===== src/rtl/uart_pkg.sv =====
// Shared UART definitions for the receiver and transmitter.
//   parity_e   : frame parity mode (none / odd / even)
//   rx_state_e : receiver frame FSM states
//   uart_div   : clocks per oversample tick, clk / (baud * os)
package uart_pkg;

    typedef enum logic [1:0] {
        PAR_NONE = 2'd0,
        PAR_ODD  = 2'd1,
        PAR_EVEN = 2'd2
    } parity_e;

    typedef enum logic [2:0] {
        RX_IDLE,
        RX_START,
        RX_DATA,
        RX_PARITY,
        RX_STOP,
        RX_BREAK
    } rx_state_e;

    function automatic int unsigned uart_div(input int unsigned clk,
                                             input int unsigned baud,
                                             input int unsigned os);
        return clk / (baud * os);
    endfunction

endpackage


===== src/rtl/uart_rx_param_if.sv =====
// Received-word handshake between the UART receiver and its consumer.
//   rx_data    : received word, LSB = first bit on the line
//   rx_valid   : rx_data and error flags are valid
//   rx_ready   : consumer accepts the word when rx_valid && rx_ready
//   parity_err : parity mismatch in the held word
//   frame_err  : a stop bit of the held word sampled low
//   overrun    : sticky, a frame was dropped since the last accept
interface uart_rx_param_if #(
    parameter int unsigned DATA_BITS = 8
);
    logic [DATA_BITS-1:0] rx_data;
    logic                 rx_valid;
    logic                 rx_ready;
    logic                 parity_err;
    logic                 frame_err;
    logic                 overrun;

    modport master (
        output rx_data, rx_valid, parity_err, frame_err, overrun,
        input  rx_ready
    );

    modport slave (
        input  rx_data, rx_valid, parity_err, frame_err, overrun,
        output rx_ready
    );
endinterface


===== src/rtl/uart_baud_tick.sv =====
// Free-running divider producing a one-cycle tick every DIV clocks.
//   clk_fpga : system clock
//   reset    : synchronous, active-high
//   tick_c   : high while the counter sits at DIV-1
module uart_baud_tick #(
    parameter int unsigned DIV = 1
) (
    input  logic clk_fpga,
    input  logic reset,
    output logic tick_c
);
    localparam int unsigned CW = (DIV > 1) ? $clog2(DIV) : 1;

    logic [CW-1:0] cnt;

    assign tick_c = (cnt == CW'(DIV - 1));

    // Count 0..DIV-1 and wrap on the tick
    always_ff @(posedge clk_fpga) begin
        if (reset) begin
            cnt <= '0;
        end else if (tick_c) begin
            cnt <= '0;
        end else begin
            cnt <= cnt + CW'(1);
        end
    end
endmodule


===== src/rtl/uart_rx_param.sv =====
// Parametrised UART receiver: oversampled, 2-of-3 voted bits, configurable
// data width / parity / stop bits, one-entry holding register with handshake.
//   clk_fpga : system clock
//   reset    : synchronous, active-high
//   RxD      : asynchronous serial line, idles high
//   busy     : high whenever the frame FSM is not idle
//   rx_if    : received word, error flags and valid/ready handshake
module uart_rx_param
    import uart_pkg::*;
#(
    parameter int unsigned CLK_FREQ   = 100_000_000,
    parameter int unsigned BAUD_RATE  = 9600,
    parameter int unsigned OVERSAMPLE = 16,
    parameter int unsigned DATA_BITS  = 8,
    parameter int unsigned PARITY     = 0,
    parameter int unsigned STOP_BITS  = 1
) (
    input  logic            clk_fpga,
    input  logic            reset,
    input  logic            RxD,
    output logic            busy,
    uart_rx_param_if.master rx_if
);
    localparam int unsigned DIV        = uart_div(CLK_FREQ, BAUD_RATE, OVERSAMPLE);
    localparam int unsigned MID        = OVERSAMPLE / 2;
    localparam int unsigned SW         = $clog2(OVERSAMPLE);
    localparam int unsigned BW         = (DATA_BITS > 1) ? $clog2(DATA_BITS) : 1;
    localparam parity_e     PAR_MODE   = parity_e'(2'(PARITY));
    localparam logic        PAR_TARGET = (PAR_MODE == PAR_ODD);

    rx_state_e            state, state_next;
    logic                 rx_meta, rxs;
    logic                 tick_c;
    logic [SW-1:0]        scnt;
    logic [BW-1:0]        bitcnt;
    logic                 samp_a, samp_b;
    logic [DATA_BITS-1:0] shreg;
    logic                 par_pend, ferr_pend;
    logic                 stop_idx;
    logic                 vote_c, vote_tick_c, wrap_c, last_stop_c, commit_c;

    uart_baud_tick #(.DIV(DIV)) u_tick (
        .clk_fpga (clk_fpga),
        .reset    (reset),
        .tick_c   (tick_c)
    );

    assign vote_c      = (samp_a & samp_b) | (samp_a & rxs) | (samp_b & rxs);
    assign vote_tick_c = tick_c && (scnt == SW'(MID + 1));
    assign wrap_c      = tick_c && (scnt == SW'(OVERSAMPLE - 1));
    assign last_stop_c = (STOP_BITS == 1) ? 1'b1 : stop_idx;

    // Two-flop synchroniser, idles high
    always_ff @(posedge clk_fpga) begin
        if (reset) begin
            rx_meta <= 1'b1;
            rxs     <= 1'b1;
        end else begin
            rx_meta <= RxD;
            rxs     <= rx_meta;
        end
    end

    // FSM state register
    always_ff @(posedge clk_fpga) begin
        if (reset) begin
            state <= RX_IDLE;
        end else begin
            state <= state_next;
        end
    end

    // FSM next state; commit fires at the vote of the last stop bit
    always_comb begin
        state_next = state;
        commit_c   = 1'b0;
        case (state)
            RX_IDLE: begin
                if (tick_c && !rxs) state_next = RX_START;
            end
            RX_START: begin
                if (vote_tick_c && vote_c) state_next = RX_IDLE;
                else if (wrap_c)           state_next = RX_DATA;
            end
            RX_DATA: begin
                if (wrap_c && bitcnt == BW'(DATA_BITS - 1))
                    state_next = (PAR_MODE != PAR_NONE) ? RX_PARITY : RX_STOP;
            end
            RX_PARITY: begin
                if (wrap_c) state_next = RX_STOP;
            end
            RX_STOP: begin
                if (vote_tick_c && last_stop_c) begin
                    commit_c   = 1'b1;
                    state_next = vote_c ? RX_IDLE : RX_BREAK;
                end
            end
            RX_BREAK: begin
                if (rxs) state_next = RX_IDLE;
            end
            default: state_next = RX_IDLE;
        endcase
    end

    // Bit timing, voting samples, shift register and pending error flags
    always_ff @(posedge clk_fpga) begin
        if (reset) begin
            scnt      <= '0;
            bitcnt    <= '0;
            samp_a    <= 1'b1;
            samp_b    <= 1'b1;
            shreg     <= '0;
            par_pend  <= 1'b0;
            ferr_pend <= 1'b0;
            stop_idx  <= 1'b0;
        end else begin
            if (tick_c && scnt == SW'(MID - 1)) samp_a <= rxs;
            if (tick_c && scnt == SW'(MID))     samp_b <= rxs;

            // scnt is held at 0 while idle so a start tick begins a fresh bit
            if (state == RX_IDLE || state == RX_BREAK) scnt <= '0;
            else if (wrap_c)                           scnt <= '0;
            else if (tick_c)                           scnt <= scnt + SW'(1);

            if (state != RX_DATA) bitcnt <= '0;
            else if (wrap_c)      bitcnt <= bitcnt + BW'(1);

            if (state == RX_DATA && vote_tick_c)
                shreg <= {vote_c, shreg[DATA_BITS-1:1]};

            if (state == RX_IDLE) par_pend <= 1'b0;
            else if (state == RX_PARITY && vote_tick_c)
                par_pend <= ((^shreg) ^ vote_c) != PAR_TARGET;

            if (state == RX_IDLE) ferr_pend <= 1'b0;
            else if (state == RX_STOP && vote_tick_c && !vote_c) ferr_pend <= 1'b1;

            if (state != RX_STOP) stop_idx <= 1'b0;
            else if (wrap_c)      stop_idx <= 1'b1;
        end
    end

    // Holding register, handshake and sticky overrun
    always_ff @(posedge clk_fpga) begin
        if (reset) begin
            rx_if.rx_data    <= '0;
            rx_if.rx_valid   <= 1'b0;
            rx_if.parity_err <= 1'b0;
            rx_if.frame_err  <= 1'b0;
            rx_if.overrun    <= 1'b0;
            busy             <= 1'b0;
        end else begin
            busy <= (state_next != RX_IDLE);
            if (rx_if.rx_valid && rx_if.rx_ready) rx_if.overrun <= 1'b0;
            if (commit_c) begin
                if (!rx_if.rx_valid || rx_if.rx_ready) begin
                    rx_if.rx_data    <= shreg;
                    rx_if.parity_err <= par_pend;
                    rx_if.frame_err  <= ferr_pend | ~vote_c;
                    rx_if.rx_valid   <= 1'b1;
                end else begin
                    rx_if.overrun <= 1'b1;
                end
            end else if (rx_if.rx_valid && rx_if.rx_ready) begin
                rx_if.rx_valid <= 1'b0;
            end
        end
    end
endmodule


===== src/flat_wrapper.sv =====
// flat-port wrapper written by rule: the top's interface ports become plain ports
module uart_rx_param_flat import uart_pkg::*;
#(
    parameter int unsigned CLK_FREQ   = 100_000_000,
    parameter int unsigned BAUD_RATE  = 9600,
    parameter int unsigned OVERSAMPLE = 16,
    parameter int unsigned DATA_BITS  = 8,
    parameter int unsigned PARITY     = 0,
    parameter int unsigned STOP_BITS  = 1
)
  (clk_fpga, reset, RxD, busy, rx_if_rx_data, rx_if_rx_valid, rx_if_parity_err, rx_if_frame_err, rx_if_overrun, rx_if_rx_ready);
  uart_rx_param_if #(.DATA_BITS(DATA_BITS)) rx_if_i ();
  input  logic clk_fpga;
  input  logic reset;
  input  logic RxD;
  output logic busy;
  output wire logic [$bits(rx_if_i.rx_data)-1:0] rx_if_rx_data;
  output wire logic [$bits(rx_if_i.rx_valid)-1:0] rx_if_rx_valid;
  output wire logic [$bits(rx_if_i.parity_err)-1:0] rx_if_parity_err;
  output wire logic [$bits(rx_if_i.frame_err)-1:0] rx_if_frame_err;
  output wire logic [$bits(rx_if_i.overrun)-1:0] rx_if_overrun;
  input wire logic [$bits(rx_if_i.rx_ready)-1:0] rx_if_rx_ready;
  assign rx_if_rx_data = rx_if_i.rx_data;
  assign rx_if_rx_valid = rx_if_i.rx_valid;
  assign rx_if_parity_err = rx_if_i.parity_err;
  assign rx_if_frame_err = rx_if_i.frame_err;
  assign rx_if_overrun = rx_if_i.overrun;
  assign rx_if_i.rx_ready = rx_if_rx_ready;
  uart_rx_param #(.CLK_FREQ(CLK_FREQ), .BAUD_RATE(BAUD_RATE), .OVERSAMPLE(OVERSAMPLE), .DATA_BITS(DATA_BITS), .PARITY(PARITY), .STOP_BITS(STOP_BITS)) u_core (.clk_fpga(clk_fpga), .reset(reset), .RxD(RxD), .busy(busy), .rx_if(rx_if_i));
endmodule

===== config.mk =====
export PLATFORM = sky130hd
export DESIGN_NAME = uart_rx_param_flat
export DESIGN_NICKNAME = d
export VERILOG_FILES = /design/src/rtl/uart_pkg.sv /design/src/rtl/uart_rx_param_if.sv /design/src/rtl/uart_baud_tick.sv /design/src/rtl/uart_rx_param.sv /design/src/flat_wrapper.sv
export SDC_FILE = /design/constraint.sdc
export NUM_CORES = 1
export LEC_CHECK = 0
export BUFFER_PORTS_ARGS = -buffer_cell sky130_fd_sc_hd__buf_2
export CORE_UTILIZATION = 53
export DETAILED_ROUTE_END_ITERATION = 10
export GPL_TIMING_DRIVEN = 0
export PLACE_DENSITY_LB_ADDON = 0.08
export SLEW_MARGIN = 5
export SYNTH_ARGS = -nofsm -noshare
export SYNTH_HDL_FRONTEND = slang
export SYNTH_HIERARCHICAL = 1
export SYNTH_SLANG_ARGS = --single-unit

===== constraint.sdc =====
create_clock -name clk_fpga -period 2.1 [get_ports clk_fpga]
set_input_delay 0.21 -clock clk_fpga [delete_from_list [all_inputs] [get_ports clk_fpga]]
set_output_delay 0.21 -clock clk_fpga [all_outputs]
set_load 0.03 [all_outputs]

==> impl_results.md, run 1 <==
- Synth Instances: 214
- CTS Sinks: 47
- Max-cap violations: 0
- Routed wire per std cell: around 13 µm
- Main area contributors after synthesis: dfxtp_1 45%, mux2i_1 10%, nor2_1 6.1%
- Die W: 64.9 µm
- Critical path type: register to register
- Fillers: roughly 300
- Crit path time final: roughly 2.2 ns
- Total Neg Setup Slack: -0.431 ns
- CP Launch Type: register
- Power per cell area: 593 nW/µm²
- First-pass detailed-route iteration total: 4
- CP max FO: 4
- Io pins: 17
- Most common cell after layout, fill and taps aside: dfxtp_1
- Multi-input logic area: 1120 µm²
- Hold path startpoint: RxD
- Antenna-violating nets left: 0
- Worst EP arrival: between 2 and 2.5 ns
- CTS Buf Count: 5
- Ant diodes: 0
- Failing checks: setup timing
- Syn_area_per_cell: 9.79 µm²
- GP Congestion: roughly 0.81
- All-layer global routing usage: 0.210
- DR vias: 1,588
- Drt drc: 0
- Worst-Margin Slew: ~0.54 ns
- Die area: 4210 µm²
- PortBufs: 16
- Hold Crit Class: input port to register
- Post-synth EDFFs: 0
- Register area share after synthesis: 0.449
- Final setup margin: -0.104 ns
- CTS max path bufs: 2
- Clock root cell: clkbuf_8
- RSZ-0062 raised after global routing: true
- Largest net degree at the start of global routing: 16
- Antenna violations before repair: 0
- CTS H-tree lvls: 2
- Fmax: 454 MHz
- Ys flop type: dfxtp_1
- Critical R2R Launch: u_core/u_tick/cnt[2]$_SDFF_PP0_
- Seq. cell area: 948 µm²
- Distinct cells, synth: between 40 and 50
- Clk pin slew, worst setup/hold paths: 0.09 ns
- Critical Path Sink: u_core/rx_if.frame_err$_SDFFE_PP0P_
- Netlist Area Pre-Place: 2090 µm²
- WP data required: 2.27 ns
- Final period util: 1.05
- Final clock skew: around 0.0081 ns
- Synth-to-layout area growth: 21.0%
- Final Hold Viols: 0
- Ys async rst share: 0
- DP Worst Slack: -0.242 ns
- Met2 GRT Util: 0.367
- Global-route wire length before repair: around 6700 µm
- Synthesized Nets: 225
- Relative slew slack: 0.642
- Synth warnings: 6
- Vias per cell: 5.31
- Leakage power: between 0.9 and 1 nW
- Most frequent cells in the layout: 45 x dfxtp_1, 34 x nor2_1, 20 x mux2i_1, 17 x buf_2
- R2R cell count: 11
- Worst setup EP type: register
- Yosys top cell by area: dfxtp_1
- Initial core utilization: 0.564
- Met3 Use GR: 0.0423
- R2R Setup Slk: -0.10 ns
- Post-layout util: 0.682
- Final WL: 3930 µm
- R2R Path End: u_core/rx_if.frame_err$_SDFFE_PP0P_
- Vias in the first global route: ~1.5k
- # setup viols final: 10
- GR Layer Usage met1: 0.245
- Post-CTS Hold Fix Bufs: 0
- FP Rows: 22
- Hpwl dp: ~2700 µm
- Peak supply drop: 392 µV
- Initial DRC Count: 65
- Total grt overflow: 0
- Crit path launch: u_core/u_tick/cnt[2]$_SDFF_PP0_
- Gr busiest metal: met2
- Die height: 64.9 µm
- Status: finished, violations left
- CTS tree: yes
- Yosys reg bits: 47
- Ratio of cells with drive above 1 in the final layout: 0.235
- Synth top area share: 0.449
- Core Footprint: between 3000 and 4000 µm²
- Nets: 261
- Later-pin clock latency in the skew report: 0.30 ns
- Final Max Slew Viols: 0
stage by stage:
| step | hold slack (ns) | instance area, µm² | instances | power, mW |
|---|---|---|---|---|
| 2_1_floorplan | 0.311 | 2100 | 214 | 0.944 |
| 3_5_place_dp | 0.394 | 2240 | 278 | 0.956 |
| 3_3_place_gp | 0.393 | 2240 | 278 | 0.954 |
| 6_report | 0.102 | 2530 | 299 | 1.50 |
| 5_1_grt | 0.0929 | 2530 | 299 | 1.57 |
| 4_1_cts | 0.0912 | 2500 | 296 | 1.53 |
cell usage after synthesis, types with 4 or more instances:
master,n
dfxtp_1,47
nor2_1,34
mux2i_1,21
inv_1,10
a21oi_1,9
xnor2_1,9
ha_1,7
nor3_1,7
clkbuf_1,6
o21ai_0,5
or3_1,5
nand2b_1,4
nand3_1,4
xor2_1,4
kinds of logic (layout without fill, tap and decap cells):
group / after synthesis / count (layout) / synth area share
and+or+nand+nor: 76 / 76 / 0.207
DFF: 47 / 47 / 0.449
adders and majority gates: 8 / 8 / 0.0466
buffers and inverters: 19 / 56 / 0.0400
muxes: 21 / 21 / 0.100
xor gates and xnor gates: 14 / 14 / 0.0651
AOI/OAI and AO/OA: 29 / 29 / 0.0914
state kept, by name (all words and copies together), names as in the netlist:
register / count
u_core/par_pend: 1
u_core/rxs: 1
u_core/shreg: 8
u_core/rx_if.rx_data: 8
u_core/ferr_pend: 1
u_core/samp_a: 1
u_core/u_tick/cnt: 10
u_core/samp_b: 1
u_core/state: 3
u_core/bitcnt: 3
u_core/rx_if.parity_err: 1
u_core/busy: 1
u_core/rx_meta: 1
u_core/rx_if.overrun: 1
u_core/rx_if.frame_err: 1
u_core/rx_if.rx_valid: 1
u_core/scnt: 4
final cells by class:
type / instances / share of cell area
clock buffer: 6 / 0.0326
timing repair buffer: 29 / 0.0830
inverter: 10 / 0.0148
clock inverter: 2 / 0.00642
sequential: 47 / 0.374
multi-input combinational: 148 / 0.444
buffer: 9 / 0.0212
tap: 48 / 0.0237
how the worst min path moves through the flow:
| stage | endpoint | slack [ns] | depth (start not counted) |
|---|---|---|---|
| final | u_core/rx_meta$_SDFF_PP1_ | 0.10 | 2 |
| after global routing | u_core/rx_meta$_SDFF_PP1_ | 0.09 | 2 |
| after CTS | u_core/rx_meta$_SDFF_PP1_ | 0.09 | 2 |
| after detailed placement | u_core/rxs$_SDFF_PP1_ | 0.39 | 1 |
| after global placement | u_core/rxs$_SDFF_PP1_ | 0.39 | 1 |
| after floorplan | u_core/rx_if.overrun$_SDFF_PP0_ | 0.31 | 1 |
worst max-delay path, stage by stage (launching register included):
cell	delay (ns)
dfxtp_4	0.37
nor4b_4	0.28
and4_1	0.23
buf_6	0.11
nand4b_4	0.10
or3_4	0.36
nor2b_4	0.19
buf_4	0.14
buf_6	0.08
buf_6	0.08
nand2b_4	0.10
a21oi_2	0.04
per-layer routing:
metal	up-vias	wire (µm)
met1	735	1820
li1	816	-
met5	-	0
met2	32	1930
met3	5	126
met4	0	53
timing repair:
action,4_1_cts,5_1_grt
setup buffers,9,5
pin swaps,6,5
setup endpoints to repair,18,15
gates resized for setup,11,7
gates cloned,1,0
power by group:
group	leakage [nW]	switching (mW)	internal [mW]
Combinational	0.563	0.0210	0.0124
Clock	0.0474	0.299	0.269
Sequential	0.381	0.00684	0.895
Note: power is estimated with default switching activity, not from simulation.
==> run 2, diff against run 1 <==
Settings changed: CELL_PAD_IN_SITES_DETAIL_PLACEMENT from default to 0, CELL_PAD_IN_SITES_GLOBAL_PLACEMENT from default to 1, CORE_UTILIZATION 53 to 41.
==> run 2 against run 1 <==
  * The run still ends with setup timing left
  * Wire length up 2.2%
  * Sequential cell count stayed put
  * Sequential share of layout area increased by 0.30 points
  * Non-clock buffer count down 4
  * Combinational power is 1% higher
  * Final cell count grew 5.0%
==> impl_results.md, run 2 (same netlist as run 1, synthesis figures left out) <==
- Status: finished, violations left
- Failing checks: setup timing
- Ratio of cells with drive above 1 in the final layout: 0.206 (-0.0286)
- Max-cap violations: 0 (unchanged)
- CTS Sinks: 47 (unchanged)
- Share of power burned in registers: 0.564 (-0.036)
- PortBufs: 16 (unchanged)
- Clk pin slew, worst setup/hold paths: 0.09 ns (about the same)
- WP data required: 2.28 ns (about the same)
- Initial core utilization: 0.435 (-0.129)
- Biggest register: u_core/u_tick/cnt
- Total power: 1.60 mW (+6.3%)
- Die area: 5400 µm² (+28%)
- Worst-Margin Slew: 0.508 ns (-0.0295 ns)
- Most common cell after layout, fill and taps aside: dfxtp_1
- CTS tree: yes
- Largest net degree at the start of global routing: 16 (unchanged)
- Drt drc: 0 (unchanged)
- CTS max path bufs: 2 (unchanged)
- Synth-to-layout area growth: 20.0%
- Die height: 73.5 µm (+13%)
- Peak supply drop: 285 µV (-27%)
- Final WL: 4010 µm (+2.2%)
- Antenna-violating nets left: 0 (unchanged)
- Final period util: 1.04 (-0.0112)
- Later-pin clock latency in the skew report: 0.30 ns (about the same)
- Most frequent cells in the layout: 45 x dfxtp_1, 34 x nor2_1, 21 x mux2i_1, 17 x buf_2, 10 x inv_1
- Vias per cell: 5.12 (-3.6%)
- Die W: 73.5 µm (+13%)
- DR vias: 1,607 (+1.2%)
- Core Footprint: 4820 µm² (+30%)
- Max reg flops: 10 (unchanged)
- Power per cell area: 636 nW/µm² (+7.2%)
- Clk pwr share: 0.415 (+0.037)
- Post-layout util: 0.522 (-0.160)
- Crit path time final: 2.18 ns (-0.0236 ns)
- Global-route wire length before repair: 7000 µm (+4.6%)
- CTS Buf Count: 5 (unchanged)
- Vias in the first global route: 1,556 (+1.2%)
- CP max FO: 5 (+1)
- Psw: 0.336 mW (+2.9%)
- FP Rows: 25 (+14%)
- Multi-input logic area: 1100 µm² (-2.2%)
- Fillers: 478 (+60%)
- Area after DPL: 2270 µm² (+1.1%)
- All-layer global routing usage: 0.171 (-0.0396)
- Hold Crit Class: input port to register
- CTS H-tree lvls: 2 (unchanged)
- Clock root cell: clkbuf_8
- Gate power share: 0.021 (about the same)
- Routed wire per std cell: 12.8 µm (-2.7%)
- Final instance area: 2510 µm² (-0.79%)
- Int Power: 1.26 mW (+7.3%)
- First-pass detailed-route iteration total: 4 (unchanged)
- Antenna violations before repair: 0 (unchanged)
- Final Hold Viols: 0 (unchanged)
- Io pins: 17 (unchanged)
- Final setup margin: -0.0807 ns (+0.0236 ns)
- CP Launch Type: register
- Worst EP arrival: 2.36 ns (about the same)
- Initial DRC Count: 79 (+22%)
- Critical path type: register to register
- Final clock skew: 0.00532 ns (-0.00280 ns)
- Total Neg Setup Slack: -0.376 ns (+0.0548 ns)
- Post-CTS Hold Fix Bufs: 0 (unchanged)
- Total grt overflow: 0 (unchanged)
- Nets: 257 (-1.5%)
- Worst setup EP type: register
- # setup viols final: 9 (-1)
- Hpwl dp: 2720 µm (+0.19%)
- Leakage power: 0.985 nW (-0.64%)
- Relative slew slack: 0.661 (+0.0197)
- RSZ-0062 raised after global routing: true
- Ant diodes: 0 (unchanged)
- Biggest regs: u_core/u_tick/cnt x10, u_core/rx_if.rx_data x8, u_core/shreg x8
- Fmax: 459 MHz (+1.1%)
- Sw frac: 0.210 (-0.00703)
- Final Max Slew Viols: 0 (unchanged)
- GP Congestion: 0.767 (-5.3%)
- Seq. cell area: 948 µm² (unchanged)
[run 2: stage by stage]
step	instances	worst slack, ns	hold WS, ns
floorplan	214	0.0136	0.311
CTS	313	-0.149	0.0755
global placement	297	-0.166	0.394
global route	314	-0.173	0.0856
detailed placement	297	-0.217	0.398
finish	314	-0.0807	0.0851
[run 2: path summary, 6_finish.rpt]
| path | startpoint | endpoint | slack, ns | cells past startpoint |
|---|---|---|---|---|
| max | u_core/u_tick/cnt[2]$_SDFF_PP0_ | u_core/rx_if.rx_data[7]$_SDFFE_PP0P_ | -0.08 | 9 |
| min | RxD | u_core/rx_meta$_SDFF_PP1_ | 0.09 | 2 |
| max reg2reg | u_core/u_tick/cnt[2]$_SDFF_PP0_ | u_core/rx_if.rx_data[7]$_SDFFE_PP0P_ | -0.08 | 9 |
| min reg2reg | u_core/rx_meta$_SDFF_PP1_ | u_core/rxs$_SDFF_PP1_ | 0.42 | 1 |
[run 2: layout make-up]
type / instances / area share
repair buffers: 25 / 0.0707
multi-input cells: 148 / 0.438
clock buffers: 5 / 0.0274
inverters: 10 / 0.0149
well taps: 67 / 0.0333
flip-flops and latches: 47 / 0.377
plain buffers: 9 / 0.0214
clock inverters: 3 / 0.0174
[run 2: repair_timing]
item / in CTS / in global routing
setup endpoints to repair: 20 / 13
gates resized for setup: 7 / 5
setup buffers: 7 / 1
pin swaps: 6 / 4
gates cloned: 1 / 0
[run 2: power by group through the flow]
stage | Clock (mW) | Combinational (mW) | Sequential, mW
global placement | 0 | 0.0305 | 0.925
global route | 0.722 | 0.0393 | 0.903
finish | 0.663 | 0.0339 | 0.902
floorplan | 0 | 0.0204 | 0.924
CTS | 0.686 | 0.0318 | 0.903
detailed placement | 0 | 0.0313 | 0.925
[run 2: metal layers]
metal,global-route usage,part of all wire
met1,0.198,0.46
met2,0.296,0.49
met3,0.0494,0.039
met4,0.0662,0.013
met5,0,0
[run 2: critical path, cell delays in order, from the launching register on]
cell and delay [ns]:
dfxtp_4 0.36, nor4b_4 0.28, and4_1 0.23, buf_6 0.11, nand4b_4 0.10, or3_4 0.36, nor2b_4 0.18, clkbuf_16 0.17
mux2i_1 0.20, nor2_1 0.06
